[src/rtl/cpu_pkg.sv]
// Shared CPU constants: fetch reset/NOP values, next-PC select encodings,
// and exception codes used by the fetch stage and later pipeline stages.
package cpu_pkg;

  localparam int unsigned XLEN = 32;

  localparam logic [XLEN-1:0] PC_RESET = 32'h0000_3000;
  localparam logic [XLEN-1:0] NOP_WORD = 32'h0000_0000;

  // Next-PC source select driven by the ID-stage decoder
  localparam logic [1:0] NPC_SEQ = 2'd0;
  localparam logic [1:0] NPC_BR  = 2'd1;
  localparam logic [1:0] NPC_J   = 2'd2;
  localparam logic [1:0] NPC_JR  = 2'd3;

  // Address-error-on-load/fetch cause code, reserved for exception handling
  localparam logic [4:0] EXC_ADEL = 5'd4;

endpackage

[src/rtl/fetch_unit_if.sv]
// Instruction-memory bus between the fetch unit (master) and the
// zero-latency instruction ROM (slave).
//   im_pc    : word fetch address, driven by the master
//   im_instr : ROM data for im_pc, valid in the same cycle
interface fetch_unit_if;

  logic [31:0] im_pc;
  logic [31:0] im_instr;

  modport master (output im_pc, input im_instr);
  modport slave  (input im_pc, output im_instr);

endinterface

[src/rtl/fetch_unit_npc_calc.sv]
// npc_calc: purely combinational next-PC selection for sequential flow,
// conditional branch, j/jal and jr.
//   pc          : current fetch PC
//   npc_sel     : NPC_SEQ / NPC_BR / NPC_J / NPC_JR
//   br_taken    : branch outcome, only meaningful for NPC_BR
//   id_pc       : PC of the control-transfer instruction in ID
//   imm16       : branch word offset
//   instr_index : jump word index
//   jr_target   : forwarded rs value
//   npc_c       : selected next PC (combinational)
module npc_calc
  import cpu_pkg::*;
(
  input  logic [31:0] pc,
  input  logic [1:0]  npc_sel,
  input  logic        br_taken,
  input  logic [31:0] id_pc,
  input  logic [15:0] imm16,
  input  logic [25:0] instr_index,
  input  logic [31:0] jr_target,
  output logic [31:0] npc_c
);

  logic [31:0] pc_plus4;
  logic [31:0] id_pc_plus4;
  logic [31:0] br_off;

  // Branch/jump targets are relative to the delay-slot address id_pc + 4
  always_comb begin
    pc_plus4    = pc + 32'd4;
    id_pc_plus4 = id_pc + 32'd4;
    br_off      = {{14{imm16[15]}}, imm16, 2'b00};
    npc_c       = pc_plus4;
    case (npc_sel)
      NPC_SEQ: npc_c = pc_plus4;
      NPC_BR:  if (br_taken) npc_c = id_pc_plus4 + br_off;
      NPC_J:   npc_c = {id_pc_plus4[31:28], instr_index, 2'b00};
      NPC_JR:  npc_c = jr_target;
    endcase
  end

endmodule

[src/rtl/fetch_unit.sv]
// fetch_unit: owns the PC, drives the instruction ROM and captures the
// returned word into the IF/ID register. Priority: reset > flush > stall.
// Optional macro FETCH_ADDR_CHECK_EN adds a fetch-address fault check and
// the if_id_exc output.
//   clk, reset        : clock, synchronous active-high reset
//   stall, flush      : hazard-unit controls
//   npc_sel, br_taken, id_pc, imm16, instr_index, jr_target : redirect info from ID
//   im                : ROM bus (im_pc out, im_instr in)
//   if_id_instr/pc/pc8: IF/ID register outputs
//   if_id_exc         : fetch address fault (FETCH_ADDR_CHECK_EN only)
module fetch_unit #(
  parameter logic [31:0] PC_RESET = cpu_pkg::PC_RESET,
`ifdef FETCH_ADDR_CHECK_EN
  parameter int unsigned IM_WORDS = 4096,
`endif
  parameter logic [31:0] NOP_WORD = cpu_pkg::NOP_WORD
) (
  input  logic                clk,
  input  logic                reset,
  input  logic                stall,
  input  logic                flush,
  input  logic [1:0]          npc_sel,
  input  logic                br_taken,
  input  logic [31:0]         id_pc,
  input  logic [15:0]         imm16,
  input  logic [25:0]         instr_index,
  input  logic [31:0]         jr_target,
  fetch_unit_if.master        im,
  output logic [31:0]         if_id_instr,
  output logic [31:0]         if_id_pc,
  output logic [31:0]         if_id_pc8
`ifdef FETCH_ADDR_CHECK_EN
  ,
  output logic                if_id_exc
`endif
);

  logic [31:0] pc;
  logic [31:0] npc_c;

  assign im.im_pc = pc;

  npc_calc u_npc_calc (
    .pc          (pc),
    .npc_sel     (npc_sel),
    .br_taken    (br_taken),
    .id_pc       (id_pc),
    .imm16       (imm16),
    .instr_index (instr_index),
    .jr_target   (jr_target),
    .npc_c       (npc_c)
  );

`ifdef FETCH_ADDR_CHECK_EN
  // 33-bit end bound so a ROM ending at 2^32 does not wrap the compare
  localparam logic [32:0] IM_END = {1'b0, PC_RESET} + 33'(IM_WORDS) * 33'd4;

  logic fault_c;
  assign fault_c = (pc[1:0] != 2'b00) || (pc < PC_RESET) || ({1'b0, pc} >= IM_END);
`endif

  // PC and IF/ID register; a redirect is dropped on stall since ID repeats
  always_ff @(posedge clk) begin
    if (reset) begin
      pc          <= PC_RESET;
      if_id_instr <= NOP_WORD;
      if_id_pc    <= PC_RESET;
      if_id_pc8   <= PC_RESET + 32'd8;
`ifdef FETCH_ADDR_CHECK_EN
      if_id_exc   <= 1'b0;
`endif
    end else if (flush) begin
      pc          <= npc_c;
      if_id_instr <= NOP_WORD;
      if_id_pc    <= pc;
      if_id_pc8   <= pc + 32'd8;
`ifdef FETCH_ADDR_CHECK_EN
      if_id_exc   <= 1'b0;
`endif
    end else if (!stall) begin
      pc          <= npc_c;
      if_id_pc    <= pc;
      if_id_pc8   <= pc + 32'd8;
`ifdef FETCH_ADDR_CHECK_EN
      if_id_exc   <= fault_c;
      if_id_instr <= fault_c ? NOP_WORD : im.im_instr;
`else
      if_id_instr <= im.im_instr;
`endif
    end
  end

endmodule

[src/flat_wrapper.sv]
// flat-port wrapper written by rule: the top's interface ports become plain ports
module fetch_unit_flat 
#(
  parameter logic [31:0] PC_RESET = cpu_pkg::PC_RESET,

  parameter logic [31:0] NOP_WORD = cpu_pkg::NOP_WORD
)
  (clk, reset, stall, flush, npc_sel, br_taken, id_pc, imm16, instr_index, jr_target, if_id_instr, if_id_pc, if_id_pc8, im_im_pc, im_im_instr);
  fetch_unit_if im_i ();
  input  logic clk;
  input  logic reset;
  input  logic stall;
  input  logic flush;
  input  logic [1:0] npc_sel;
  input  logic br_taken;
  input  logic [31:0] id_pc;
  input  logic [15:0] imm16;
  input  logic [25:0] instr_index;
  input  logic [31:0] jr_target;
  output logic [31:0] if_id_instr;
  output logic [31:0] if_id_pc;
  output logic [31:0] if_id_pc8;
  output wire logic [$bits(im_i.im_pc)-1:0] im_im_pc;
  input wire logic [$bits(im_i.im_instr)-1:0] im_im_instr;
  assign im_im_pc = im_i.im_pc;
  assign im_i.im_instr = im_im_instr;
  fetch_unit #(.PC_RESET(PC_RESET), .NOP_WORD(NOP_WORD)) u_core (.clk(clk), .reset(reset), .stall(stall), .flush(flush), .npc_sel(npc_sel), .br_taken(br_taken), .id_pc(id_pc), .imm16(imm16), .instr_index(instr_index), .jr_target(jr_target), .im(im_i), .if_id_instr(if_id_instr), .if_id_pc(if_id_pc), .if_id_pc8(if_id_pc8));
endmodule
[config.mk]
export PLATFORM = sky130hd
export DESIGN_NAME = fetch_unit_flat
export DESIGN_NICKNAME = d
export VERILOG_FILES = /design/src/rtl/cpu_pkg.sv /design/src/rtl/fetch_unit_if.sv /design/src/rtl/fetch_unit_npc_calc.sv /design/src/rtl/fetch_unit.sv /design/src/flat_wrapper.sv
export SDC_FILE = /design/constraint.sdc
export NUM_CORES = 1
export LEC_CHECK = 0
export ABC_AREA = 1
export CAP_MARGIN = 0
export CORE_UTILIZATION = 44
export CTS_CLUSTER_SIZE = 30
export DETAILED_ROUTE_END_ITERATION = 10
export GPL_TIMING_DRIVEN = 0
export PLACE_DENSITY = 0.75
export SLEW_MARGIN = 10
export SYNTH_ARGS = -nofsm -noshare
export SYNTH_HDL_FRONTEND = slang
export SYNTH_SLANG_ARGS = --single-unit
[constraint.sdc]
create_clock -name clk -period 10.6 [get_ports clk]
set_clock_uncertainty 0.1 [all_clocks]
set_input_delay 3.18 -clock clk [delete_from_list [all_inputs] [get_ports clk]]
set_output_delay 3.18 -clock clk [all_outputs]
set_load 0.005 [all_outputs]
==> metrics <==
Slew headroom=0.381; Yosys reg bits=125; Max Cap Viol=0; Finished Core Util=0.622; initial antenna violation count=0; share of cells above drive strength 1=0.0568; post-placement cell count=2092; Final period util=0.626; IO Count=273; netlist area before placement=9490 um2; final std cells w/o fill=2123; Pre-antenna DRT Iters=7; worst skew pair latency=0.43 ns; top cells by area, synth=dfxtp_1 26%, nand2_1 18%, inv_1 8.5%, nand3_1 5.4%, a21oi_1 5.4%; Placer Congestion=0.955; cts repair resizes=0; cts bufs inserted=17; first-pass GRT wire length=60900 um; chip width=149 um; aggregate global-route resource usage=0.365; Max FO, Critical Path=3; Max clock buf depth=2; area of the multi-input gates=5860 um2; worst vdd ir=0.000111 V; CTS sink cnt=125; Initial Util=0.450; status=finished, final reports clean; CP Launch Type=input port; initial drt markers=1055; CP Class=in -> reg; # diodes=0; final count of negative-setup-slack endpoints=0; die height=149 um; Pleak=6.05 nW; crit path time final=6.64 ns; Slew Viols, Final=0; total die area=22200 um2; total gr overflow=0; Seq. cell area=2500 um2; FILL cells=2100; Final ANT Viol Nets=0; final instance area=13100 um2; Yosys warning count=0; vias per cell=5.45; largest area contributor in the netlist=dfxtp_1; PD cells=118 nW/um2; Crit. End Element=register; H-tree levels=4; RSZ-0062 raised after global routing=false; DRC=0; mux contribution to synthesized area=0; Slew @ Worst Pin=0.925 ns; Worst EP arrival=6.86 ns; Synth Area per Inst=6.14 um2; ys async rst share=0; core footprint=21100 um2; Worst-path clk slew=0.06 ns; Tightest Hold Check Type=reg -> reg; number of distinct library cells after synthesis=48; Synth Area in Simple Gates=0.362; area growth from synthesis to layout=38.1%; Clk Tree Root Cell=clkbuf_16; Mapped Nets=1731; area fraction of the dominant cell type after synthesis=0.264; Nets=2020; final hold viol count=0; Critical Path RT=10.82 ns; # hold bufs at CTS=0; WL/cell=19.0 um; largest family of logic cells by synthesized area=simple AND/OR/NAND/NOR gates; Peak Freq=151 MHz; Cells after Synth=1547; PortBufs=270; top-count cell post-synth=nand2_1; dpl cell area=12500 um2; total routed wirelength=40400 um; number of setup buffers added after CTS=0; Via Count=11576; TritonCTS clock tree=done; vias in the first global route=10729; post-synthesis adder-cell area fraction=0.0522; RR Startpoint=u_core.im.im_pc[3]; post-synthesis compound-gate area fraction=0.164; crit path from=id_pc[2]; post-synthesis sequential area ratio=0.264; dpl hpwl=32600 um; Post-synth EDFFs=0; min-delay src=u_core.if_id_instr[17]; largest net degree at the start of global routing=23; setup TNS=0 ns; Main synth FF type=dfxtp_1; Synth Area in XOR/XNOR=0.0387; Commonest cells post-synth=456 x nand2_1, 215 x inv_1, 130 x nor2_1, 125 x dfxtp_1, 103 x nand3_1; cell row count=53
==> critical path, stage by stage <==
cell	delay, ns
clkdlybuf4s50_1	0.49
ha_1	0.17
nand2_1	0.07
inv_2	0.07
nand2_1	0.07
inv_2	0.07
nand2_1	0.12
nor4b_4	0.34
nand4_1	0.30
nor2_1	0.20
xnor2_1	0.13
inv_1	0.07
ha_1	0.30
nand2_1	0.10
nor2_1	0.23
nand2_1	0.13
nand3b_1	0.29
nand2_1	0.11
nand2_1	0.05
nand3_1	0.07
nand3b_1	0.15
nand2_1	0.10
inv_1	0.04
==> power breakdown <==
part	switching (W)	internal [W]	leakage, nW
Sequential	0.0000361	0.000500	1.03
Combinational	0.000241	0.000195	4.75
Clock	0.000243	0.000333	0.273
==> cells by family (layout without fill, tap and decap cells) <==
group / Yosys count / after routing
flip-flops: 125 / 125
buffers and inverters: 292 / 593
XOR/XNOR: 42 / 42
AO/OA/AOI/OAI: 262 / 262
AND/OR/NAND/NOR: 787 / 787
adder cells (fa/ha/maj): 39 / 39
==> layout by cell type (no fill, tap or decap), drive strengths merged, types with 22 or more instances in the layout <==
cell	count
nand3	103
o21ai	74
ha	38
inv	237
dfxtp	125
nor2	143
nand4	33
nor3	22
clkdlybuf4s50	270
clkbuf	56
nand2	469
a21oi	102
==> path summary, 6_finish.rpt <==
| kind | end | slack (ns) | depth (start not counted) |
|---|---|---|---|
| setup / recovery | u_core.im.im_pc[29] | 3.96 | 23 |
| hold / removal | u_core.if_id_instr[17] | 0.36 | 2 |
| setup reg to reg | u_core.im.im_pc[29] | 7.69 | 10 |
| hold reg to reg | u_core.if_id_instr[17] | 0.36 | 2 |
==> through the flow <==
| step | power [W] | hold slack (ns) | setup WS (ns) |
|---|---|---|---|
| finish | 0.00155 | 0.357 | 3.96 |
| global route | 0.00161 | 0.378 | 3.51 |
| CTS | 0.00154 | 0.355 | 4.02 |
| detailed placement | 0.000971 | 0.350 | 3.58 |
| global placement | 0.000968 | 0.343 | 3.62 |
| floorplan | 0.000754 | 0.353 | 4.81 |
==> cell type report <==
class                      count  area share
sequential                   125       0.191
timing repair buffer         270       0.206
buffer                        59      0.0198
inverter                     233      0.0667
clock inverter                13      0.0101
multi-input combinational   1130       0.447
clock buffer                  18      0.0335
tap                          275      0.0262
==> registers in the layout, indices dropped and copies added (netlist names) <==
name and cells:
u_core.if_id_pc 32, u_core.if_id_instr 32, u_core.if_id_pc8 29, u_core.im.im_pc 32
==> metal layers <==
layer  GRT usage  routed length, um  vias up
met1       0.501              17700     5368
met4       0.108                924        0
met5           0                  0        -
met3      0.0731               4060       61
met2       0.573              17700      571
li1            -                  -     5576
(Power assumes the default switching activity.)
